### src/rtl/cache_line_reader_if.sv
// rtl/cache_line_reader_if.sv - line, lookup, response and writeback signal bundle for cache_line_reader
//
// Purpose: groups the stored-line inputs, the lookup request/response and
// the writeback stream of cache_line_reader into one bundle.
// Modports:
//   slave  - used by cache_line_reader (consumes line + request, drives response/writeback)
//   master - used by the line storage / requester / memory side
// Signals:
//   line_tag/line_blk/line_v/line_d  stored line contents
//   req_valid/req_ready/req_tag/req_off  lookup request handshake
//   rsp_valid/rsp_hit/rsp_word  one-cycle lookup response
//   wb_valid/wb_ready/wb_data/wb_tag/wb_beat/wb_last  victim writeback beats
//   line_clr_d  dirty-clear strobe, busy  block not idle
interface cache_line_reader_if #(
    parameter int TAG_W  = 19,
    parameter int BLK_W  = 512,
    parameter int WORD_W = 32,
    parameter int OFF_W  = 4
) ();
    logic [TAG_W-1:0]  line_tag;
    logic [BLK_W-1:0]  line_blk;
    logic              line_v;
    logic              line_d;
    logic              req_valid;
    logic              req_ready;
    logic [TAG_W-1:0]  req_tag;
    logic [OFF_W-1:0]  req_off;
    logic              rsp_valid;
    logic              rsp_hit;
    logic [WORD_W-1:0] rsp_word;
    logic              wb_valid;
    logic              wb_ready;
    logic [WORD_W-1:0] wb_data;
    logic [TAG_W-1:0]  wb_tag;
    logic [OFF_W-1:0]  wb_beat;
    logic              wb_last;
    logic              line_clr_d;
    logic              busy;

    modport slave (
        input  line_tag, line_blk, line_v, line_d,
        input  req_valid, req_tag, req_off, wb_ready,
        output req_ready, rsp_valid, rsp_hit, rsp_word,
        output wb_valid, wb_data, wb_tag, wb_beat, wb_last, line_clr_d, busy
    );

    modport master (
        output line_tag, line_blk, line_v, line_d,
        output req_valid, req_tag, req_off, wb_ready,
        input  req_ready, rsp_valid, rsp_hit, rsp_word,
        input  wb_valid, wb_data, wb_tag, wb_beat, wb_last, line_clr_d, busy
    );
endinterface

### src/rtl/cache_line_reader.sv
// rtl/cache_line_reader.sv - cache line lookup with dirty-victim writeback
//
// Purpose: serves tag/offset lookups against a snapshot of the stored line,
// returns hit and selected word, and on a miss against a valid dirty line
// streams the victim block as BEATS words, then pulses line_clr_d.
// Ports:
//   clk    rising-edge clock
//   rst_b  asynchronous, active-high reset
//   bus    cache_line_reader_if.slave (line inputs, request, response, writeback)
module cache_line_reader #(
    parameter int TAG_W  = 19,
    parameter int BLK_W  = 512,
    parameter int WORD_W = 32,
    parameter int BEATS  = BLK_W / WORD_W,
    parameter int OFF_W  = $clog2(BEATS)
) (
    input logic                clk,
    input logic                rst_b,
    cache_line_reader_if.slave bus
);
    typedef enum logic [2:0] {
        S_IDLE,
        S_LOOKUP,
        S_RESP,
        S_WB,
        S_WB_DONE
    } state_t;

    state_t             r_state;
    logic [TAG_W-1:0]   r_req_tag;
    logic [OFF_W-1:0]   r_req_off;
    logic [TAG_W-1:0]   r_snap_tag;
    logic [BLK_W-1:0]   r_snap_blk;
    logic               r_snap_v;
    logic               r_snap_d;
    logic               r_hit;
    logic [OFF_W-1:0]   r_cnt;

    logic               r_req_ready;
    logic               r_rsp_valid;
    logic               r_rsp_hit;
    logic [WORD_W-1:0]  r_rsp_word;
    logic               r_wb_valid;
    logic [WORD_W-1:0]  r_wb_data;
    logic [TAG_W-1:0]   r_wb_tag;
    logic [OFF_W-1:0]   r_wb_beat;
    logic               r_wb_last;
    logic               r_line_clr_d;
    logic               r_busy;

    // Word view of the snapshot block; word 0 is the LSBs.
    logic [WORD_W-1:0]  w_words [BEATS];
    logic               w_hit;
    logic [OFF_W-1:0]   w_cnt_nxt;

    for (genvar g = 0; g < BEATS; g++) begin : g_words
        assign w_words[g] = r_snap_blk[g*WORD_W +: WORD_W];
    end

    assign w_hit     = r_snap_v && (r_snap_tag == r_req_tag);
    assign w_cnt_nxt = r_cnt + 1'b1;

    // Outputs are registered one state ahead so each lands in the cycle
    // its state is occupied.
    always_ff @(posedge clk or posedge rst_b) begin
        if (rst_b) begin
            r_state      <= S_IDLE;
            r_req_tag    <= '0;
            r_req_off    <= '0;
            r_snap_tag   <= '0;
            r_snap_blk   <= '0;
            r_snap_v     <= 1'b0;
            r_snap_d     <= 1'b0;
            r_hit        <= 1'b0;
            r_cnt        <= '0;
            r_req_ready  <= 1'b1;
            r_rsp_valid  <= 1'b0;
            r_rsp_hit    <= 1'b0;
            r_rsp_word   <= '0;
            r_wb_valid   <= 1'b0;
            r_wb_data    <= '0;
            r_wb_tag     <= '0;
            r_wb_beat    <= '0;
            r_wb_last    <= 1'b0;
            r_line_clr_d <= 1'b0;
            r_busy       <= 1'b0;
        end else begin
            case (r_state)
                S_IDLE: begin
                    if (bus.req_valid) begin
                        r_req_tag   <= bus.req_tag;
                        r_req_off   <= bus.req_off;
                        r_snap_tag  <= bus.line_tag;
                        r_snap_blk  <= bus.line_blk;
                        r_snap_v    <= bus.line_v;
                        r_snap_d    <= bus.line_d;
                        r_req_ready <= 1'b0;
                        r_busy      <= 1'b1;
                        r_state     <= S_LOOKUP;
                    end
                end
                S_LOOKUP: begin
                    r_hit       <= w_hit;
                    r_rsp_valid <= 1'b1;
                    r_rsp_hit   <= w_hit;
                    r_rsp_word  <= w_hit ? w_words[r_req_off] : '0;
                    r_state     <= S_RESP;
                end
                S_RESP: begin
                    r_rsp_valid <= 1'b0;
                    r_rsp_hit   <= 1'b0;
                    r_rsp_word  <= '0;
                    if (!r_hit && r_snap_v && r_snap_d) begin
                        r_cnt      <= '0;
                        r_wb_valid <= 1'b1;
                        r_wb_data  <= w_words[0];
                        r_wb_tag   <= r_snap_tag;
                        r_wb_beat  <= '0;
                        r_wb_last  <= (OFF_W'(BEATS - 1) == '0);
                        r_state    <= S_WB;
                    end else begin
                        r_req_ready <= 1'b1;
                        r_busy      <= 1'b0;
                        r_state     <= S_IDLE;
                    end
                end
                S_WB: begin
                    // Beat registers only move on a transfer, so they hold under backpressure.
                    if (bus.wb_ready) begin
                        if (r_cnt == OFF_W'(BEATS - 1)) begin
                            r_cnt        <= '0;
                            r_wb_valid   <= 1'b0;
                            r_wb_data    <= '0;
                            r_wb_tag     <= '0;
                            r_wb_beat    <= '0;
                            r_wb_last    <= 1'b0;
                            r_line_clr_d <= 1'b1;
                            r_state      <= S_WB_DONE;
                        end else begin
                            r_cnt     <= w_cnt_nxt;
                            r_wb_data <= w_words[w_cnt_nxt];
                            r_wb_beat <= w_cnt_nxt;
                            r_wb_last <= (w_cnt_nxt == OFF_W'(BEATS - 1));
                        end
                    end
                end
                S_WB_DONE: begin
                    r_line_clr_d <= 1'b0;
                    r_req_ready  <= 1'b1;
                    r_busy       <= 1'b0;
                    r_state      <= S_IDLE;
                end
                default: begin
                    r_state <= S_IDLE;
                end
            endcase
        end
    end

    assign bus.req_ready  = r_req_ready;
    assign bus.rsp_valid  = r_rsp_valid;
    assign bus.rsp_hit    = r_rsp_hit;
    assign bus.rsp_word   = r_rsp_word;
    assign bus.wb_valid   = r_wb_valid;
    assign bus.wb_data    = r_wb_data;
    assign bus.wb_tag     = r_wb_tag;
    assign bus.wb_beat    = r_wb_beat;
    assign bus.wb_last    = r_wb_last;
    assign bus.line_clr_d = r_line_clr_d;
    assign bus.busy       = r_busy;
endmodule

### src/flat_wrapper.sv
// flat-port wrapper written by rule: the top's interface ports become plain ports
module cache_line_reader_flat 
#(
    parameter int TAG_W  = 19,
    parameter int BLK_W  = 512,
    parameter int WORD_W = 32,
    parameter int BEATS  = BLK_W / WORD_W,
    parameter int OFF_W  = $clog2(BEATS)
)
  (clk, rst_b, bus_line_tag, bus_line_blk, bus_line_v, bus_line_d, bus_req_valid, bus_req_tag, bus_req_off, bus_wb_ready, bus_req_ready, bus_rsp_valid, bus_rsp_hit, bus_rsp_word, bus_wb_valid, bus_wb_data, bus_wb_tag, bus_wb_beat, bus_wb_last, bus_line_clr_d, bus_busy);
  cache_line_reader_if #(.TAG_W(TAG_W), .BLK_W(BLK_W), .WORD_W(WORD_W), .OFF_W(OFF_W)) bus_i ();
  input logic clk;
  input logic rst_b;
  input wire logic [$bits(bus_i.line_tag)-1:0] bus_line_tag;
  input wire logic [$bits(bus_i.line_blk)-1:0] bus_line_blk;
  input wire logic [$bits(bus_i.line_v)-1:0] bus_line_v;
  input wire logic [$bits(bus_i.line_d)-1:0] bus_line_d;
  input wire logic [$bits(bus_i.req_valid)-1:0] bus_req_valid;
  input wire logic [$bits(bus_i.req_tag)-1:0] bus_req_tag;
  input wire logic [$bits(bus_i.req_off)-1:0] bus_req_off;
  input wire logic [$bits(bus_i.wb_ready)-1:0] bus_wb_ready;
  output wire logic [$bits(bus_i.req_ready)-1:0] bus_req_ready;
  output wire logic [$bits(bus_i.rsp_valid)-1:0] bus_rsp_valid;
  output wire logic [$bits(bus_i.rsp_hit)-1:0] bus_rsp_hit;
  output wire logic [$bits(bus_i.rsp_word)-1:0] bus_rsp_word;
  output wire logic [$bits(bus_i.wb_valid)-1:0] bus_wb_valid;
  output wire logic [$bits(bus_i.wb_data)-1:0] bus_wb_data;
  output wire logic [$bits(bus_i.wb_tag)-1:0] bus_wb_tag;
  output wire logic [$bits(bus_i.wb_beat)-1:0] bus_wb_beat;
  output wire logic [$bits(bus_i.wb_last)-1:0] bus_wb_last;
  output wire logic [$bits(bus_i.line_clr_d)-1:0] bus_line_clr_d;
  output wire logic [$bits(bus_i.busy)-1:0] bus_busy;
  assign bus_i.line_tag = bus_line_tag;
  assign bus_i.line_blk = bus_line_blk;
  assign bus_i.line_v = bus_line_v;
  assign bus_i.line_d = bus_line_d;
  assign bus_i.req_valid = bus_req_valid;
  assign bus_i.req_tag = bus_req_tag;
  assign bus_i.req_off = bus_req_off;
  assign bus_i.wb_ready = bus_wb_ready;
  assign bus_req_ready = bus_i.req_ready;
  assign bus_rsp_valid = bus_i.rsp_valid;
  assign bus_rsp_hit = bus_i.rsp_hit;
  assign bus_rsp_word = bus_i.rsp_word;
  assign bus_wb_valid = bus_i.wb_valid;
  assign bus_wb_data = bus_i.wb_data;
  assign bus_wb_tag = bus_i.wb_tag;
  assign bus_wb_beat = bus_i.wb_beat;
  assign bus_wb_last = bus_i.wb_last;
  assign bus_line_clr_d = bus_i.line_clr_d;
  assign bus_busy = bus_i.busy;
  cache_line_reader #(.TAG_W(TAG_W), .BLK_W(BLK_W), .WORD_W(WORD_W), .BEATS(BEATS), .OFF_W(OFF_W)) u_core (.clk(clk), .rst_b(rst_b), .bus(bus_i));
endmodule
### config.mk
export PLATFORM = sky130hd
export DESIGN_NAME = cache_line_reader_flat
export DESIGN_NICKNAME = d
export VERILOG_FILES = /design/src/rtl/cache_line_reader_if.sv /design/src/rtl/cache_line_reader.sv /design/src/flat_wrapper.sv
export SDC_FILE = /design/constraint.sdc
export NUM_CORES = 1
export LEC_CHECK = 0
export CORE_UTILIZATION = 35
export CTS_CLUSTER_SIZE = 10
export DETAILED_ROUTE_END_ITERATION = 10
export GPL_TIMING_DRIVEN = 0
export PLACE_DENSITY_LB_ADDON = 0.1
export SYNTH_ARGS = -nofsm -noshare
export SYNTH_HDL_FRONTEND = slang
export SYNTH_SLANG_ARGS = --single-unit
### constraint.sdc
create_clock -name clk -period 75.9 [get_ports clk]
set_input_delay 22.77 -clock clk [delete_from_list [all_inputs] [get_ports clk]]
set_output_delay 22.77 -clock clk [all_outputs]
set_load 0.05 [all_outputs]
==> impl_metrics.toml <==
[floorplanning]
fp.dieW_um = 304
dieArea_um2 = 92600
ioPinCount = 654
row_count = 110
core_area_um2 = 90300
initial_core_util = 0.354
die_h_um = 304

[yosys]
synth_cells = 2000
synth.top_cell.area_share = 0.511
synth_common_cells = "dfrtp_1 (653), mux2_2 (588), mux4_2 (256), buf_2 (93), a22oi_1 (64)"
syn_area_um2 = 32000
synth-async-reset-ratio = 1.00
yosysUniqueCellTypes = 41
yosysSeqAreaShare = 0.512
synth-edff-count = 0
ys_ff_latch = 654
synthFlopType = "dfrtp_1"
synth.area.top_cells = "dfrtp_1 (51%), mux2_2 (21%), mux4_2 (18%)"
synth_largest_area_cell = "dfrtp_1"
avgSynthCellArea_um2 = 16.0
synth.most_common_cell = "dfrtp_1"
synth.net_count = 2562
yosysWarnings = 0

[power]
p_sw_frac = 0.386
p_sw_uw = 774
clkPwrFrac = 0.177
intPower_mw = 1.23
p_per_area_nw_per_um2 = 47.1
p_comb_frac = 0.497
p_total_mw = 2.00
ir_drop_v = 0.0000176
seqPwrFrac = 0.327
p_leak_nw = 17.1

[status]
status = "complete, no violations"

[sta]
relSlewSlack = 0.0396
hold_viol_final = 0
setup_slack_ns = 50.08
setup_violations = 0
timing.setup.tns_ns = 0
slew_viol_final = 0
fmax_ghz = 0.0387
tightestPinTransition_ns = 1.44
rsz0062_at_grt = "no"
period_needed_ns = 25.82
holdWs_ns = 0.481
fin_crit_sh = 0.340
finalClockSkew_ns = 0.0299

[routing]
wl_per_cell_um = 33.7
drt_iter0_drc = 1917
final_antenna_net_count = 0
dr.pass1.iters = 5
drc_errors = 0
wl_mm = 134
vias = 22707
via_per_inst = 5.70

[clock_tree]
ctsHtreeMaxLevel = 3
clock_latency_ns = 0.62
path_clk_slew_ns = 0.06
cts_tree = "yes"
cts.repair.resized = 0
cts_sinks = 654
post-cts-setup-buffers = 0
cts-root-buf = "clkbuf_16"
ctsHoldBuffers = 0
cts.path.max_buffers = 3
numCtsBuffers = 80

[setup_path]
cp_data_arrival_time_ns = 26.31
end_kind = "flop"
start_kind = "input port"
r2r_start = "u_core.r_cnt[0]$_DFFE_PP0P_"
crit_fanout = 10
worstSetupPathType = "input port to flop"
crit_chain = "clkdlybuf4s50_1 > nand2_1 > nor3_1 > clkbuf_1 > buf_2 > mux2_2"
required_ns = 76.38
r2r-end = "u_core.bus.wb_data[5]$_DFFE_PP0P_"
cp-startpoint = "bus_req_valid"
ff2ff_path_depth = 13
r2r_slack_ns = 69.90
slowest_delay_ns = 1.11
cp_slowest_cell = "clkbuf_1"

[job]
cap_violations = 0

[grt]
grt_pass1_vias = 24627
grt_usage = 0.289
antenna_found_initial = 35
grt_pass1_wl_mm = 188
grt_start_max_net_pins = 126
grt-ovfl-total = 0

[min_path]
hold_path_class = "flop to flop"
min_path_cells = 1
holdCritStartpoint = "u_core.bus.wb_valid$_DFFE_PP0P_"
hold-path-endpoint = "u_core.bus.wb_valid$_DFFE_PP0P_"

[place]
dp_hpwl_mm = 98.9
place_ws_ns = 49.43
place_congestion = 0.849
port-buffer-count = 653

[layout]
final.fill_count = 7994
final_nets = 3302
drive_gt1_frac = 0.379
area_growth_pct = 32.9
[critical path, delay by kind of cell]
family | cells | cell delay [ns]
buffers and inverters | 3 | 2.27
multiplexers | 1 | 0.40
AND/OR/NAND/NOR | 2 | 0.83
[flip-flops by register name (all words and copies together) (netlist names), 3 cells and up]
name / cells
u_core.r_snap_blk: 512
u_core.bus.rsp_word: 32
u_core.bus.wb_data: 32
u_core.bus.wb_tag: 19
u_core.r_req_tag: 19
u_core.r_snap_tag: 19
u_core.r_cnt: 4
u_core.r_req_off: 4
u_core.r_state: 3
[area by class of cell]
cell class | instances | area, um^2 | share of cell area
Sequential cell | 654 | 16400 | 0.385
Multi-Input combinational cell | 1172 | 14800 | 0.348
Timing Repair Buffer | 658 | 6670 | 0.157
Clock buffer | 114 | 2240 | 0.0527
Tap cell | 1176 | 1470 | 0.0346
Buffer | 169 | 791 | 0.0186
Clock inverter | 10 | 71.3 | 0.00168
Antenna cell | 23 | 57.6 | 0.00135
Inverter | 5 | 26.3 | 0.000618
[power by group through the flow]
| stage | sequential (mW) | combinational, mW | clock (mW) |
|---|---|---|---|
| detailed placement | 0.656 | 0.997 | 0 |
| finish | 0.655 | 0.995 | 0.354 |
| global placement | 0.644 | 0.985 | 0 |
| floorplan | 0.648 | 0.645 | 0 |
| global route | 0.675 | 1.05 | 0.374 |
| CTS | 0.651 | 1.00 | 0.362 |
[cells by family after synthesis]
family                     after synthesis  share of synthesized area
AOI/OAI and AO/OA                      196                     0.0473
muxes                                  876                      0.397
adders and majority gates                2                   0.000782
and+or+nand+nor                         76                     0.0118
buffers and inverters                  174                     0.0252
DFF                                    654                      0.512
xor gates and xnor gates                22                    0.00602
[cells in the final DEF (no fill, tap or decap), types with 17 or more instances in the layout]
| cell type | netlist | routed |
|---|---|---|
| mux2i_1 | 32 | 32 |
| nand2_1 | 42 | 42 |
| buf_2 | 93 | 93 |
| diode_2 | 0 | 23 |
| xnor2_1 | 18 | 18 |
| clkdlybuf4s50_1 | 0 | 653 |
| a22oi_1 | 64 | 64 |
| mux4_2 | 256 | 256 |
| buf_1 | 18 | 17 |
| clkbuf_16 | 0 | 82 |
| dfrtp_1 | 653 | 653 |
| o21ai_1 | 25 | 25 |
| a222oi_1 | 32 | 32 |
| clkbuf_1 | 53 | 77 |
| a22o_1 | 52 | 52 |
| mux2_2 | 588 | 588 |
[how the worst max path moves through the flow]
| stage | slack, ns | to |
|---|---|---|
| after detailed placement | 49.43 | u_core.r_snap_blk[476]$_DFFE_PP0P_ |
| after CTS | 50.07 | u_core.r_snap_blk[477]$_DFFE_PP0P_ |
| final | 50.08 | u_core.r_snap_blk[478]$_DFFE_PP0P_ |
| after global routing | 50.05 | u_core.r_snap_blk[478]$_DFFE_PP0P_ |
| after global placement | 26.45 | u_core.r_snap_blk[302]$_DFFE_PP0P_ |
| after floorplan | 34.81 | u_core.bus.busy$_DFFE_PP0P_ |
[layer usage]
metal  track usage  vias to the layer above  part of all wire
li1              -                     9335                 -
met1         0.384                    12161              0.42
met2         0.478                      992              0.49
met3        0.0565                      199             0.060
met4        0.0896                       20             0.027
met5             0                        -            0.0010
[through the flow]
stage	cell area (um^2)	std cells	utilization
floorplan	32000	2000	-
global placement	40000	3829	0.443
detailed placement	40100	3834	0.445
CTS	42500	3958	0.470
global route	42500	3975	0.471
finish	42500	3981	0.471
Note: power is estimated with default switching activity, not from simulation.
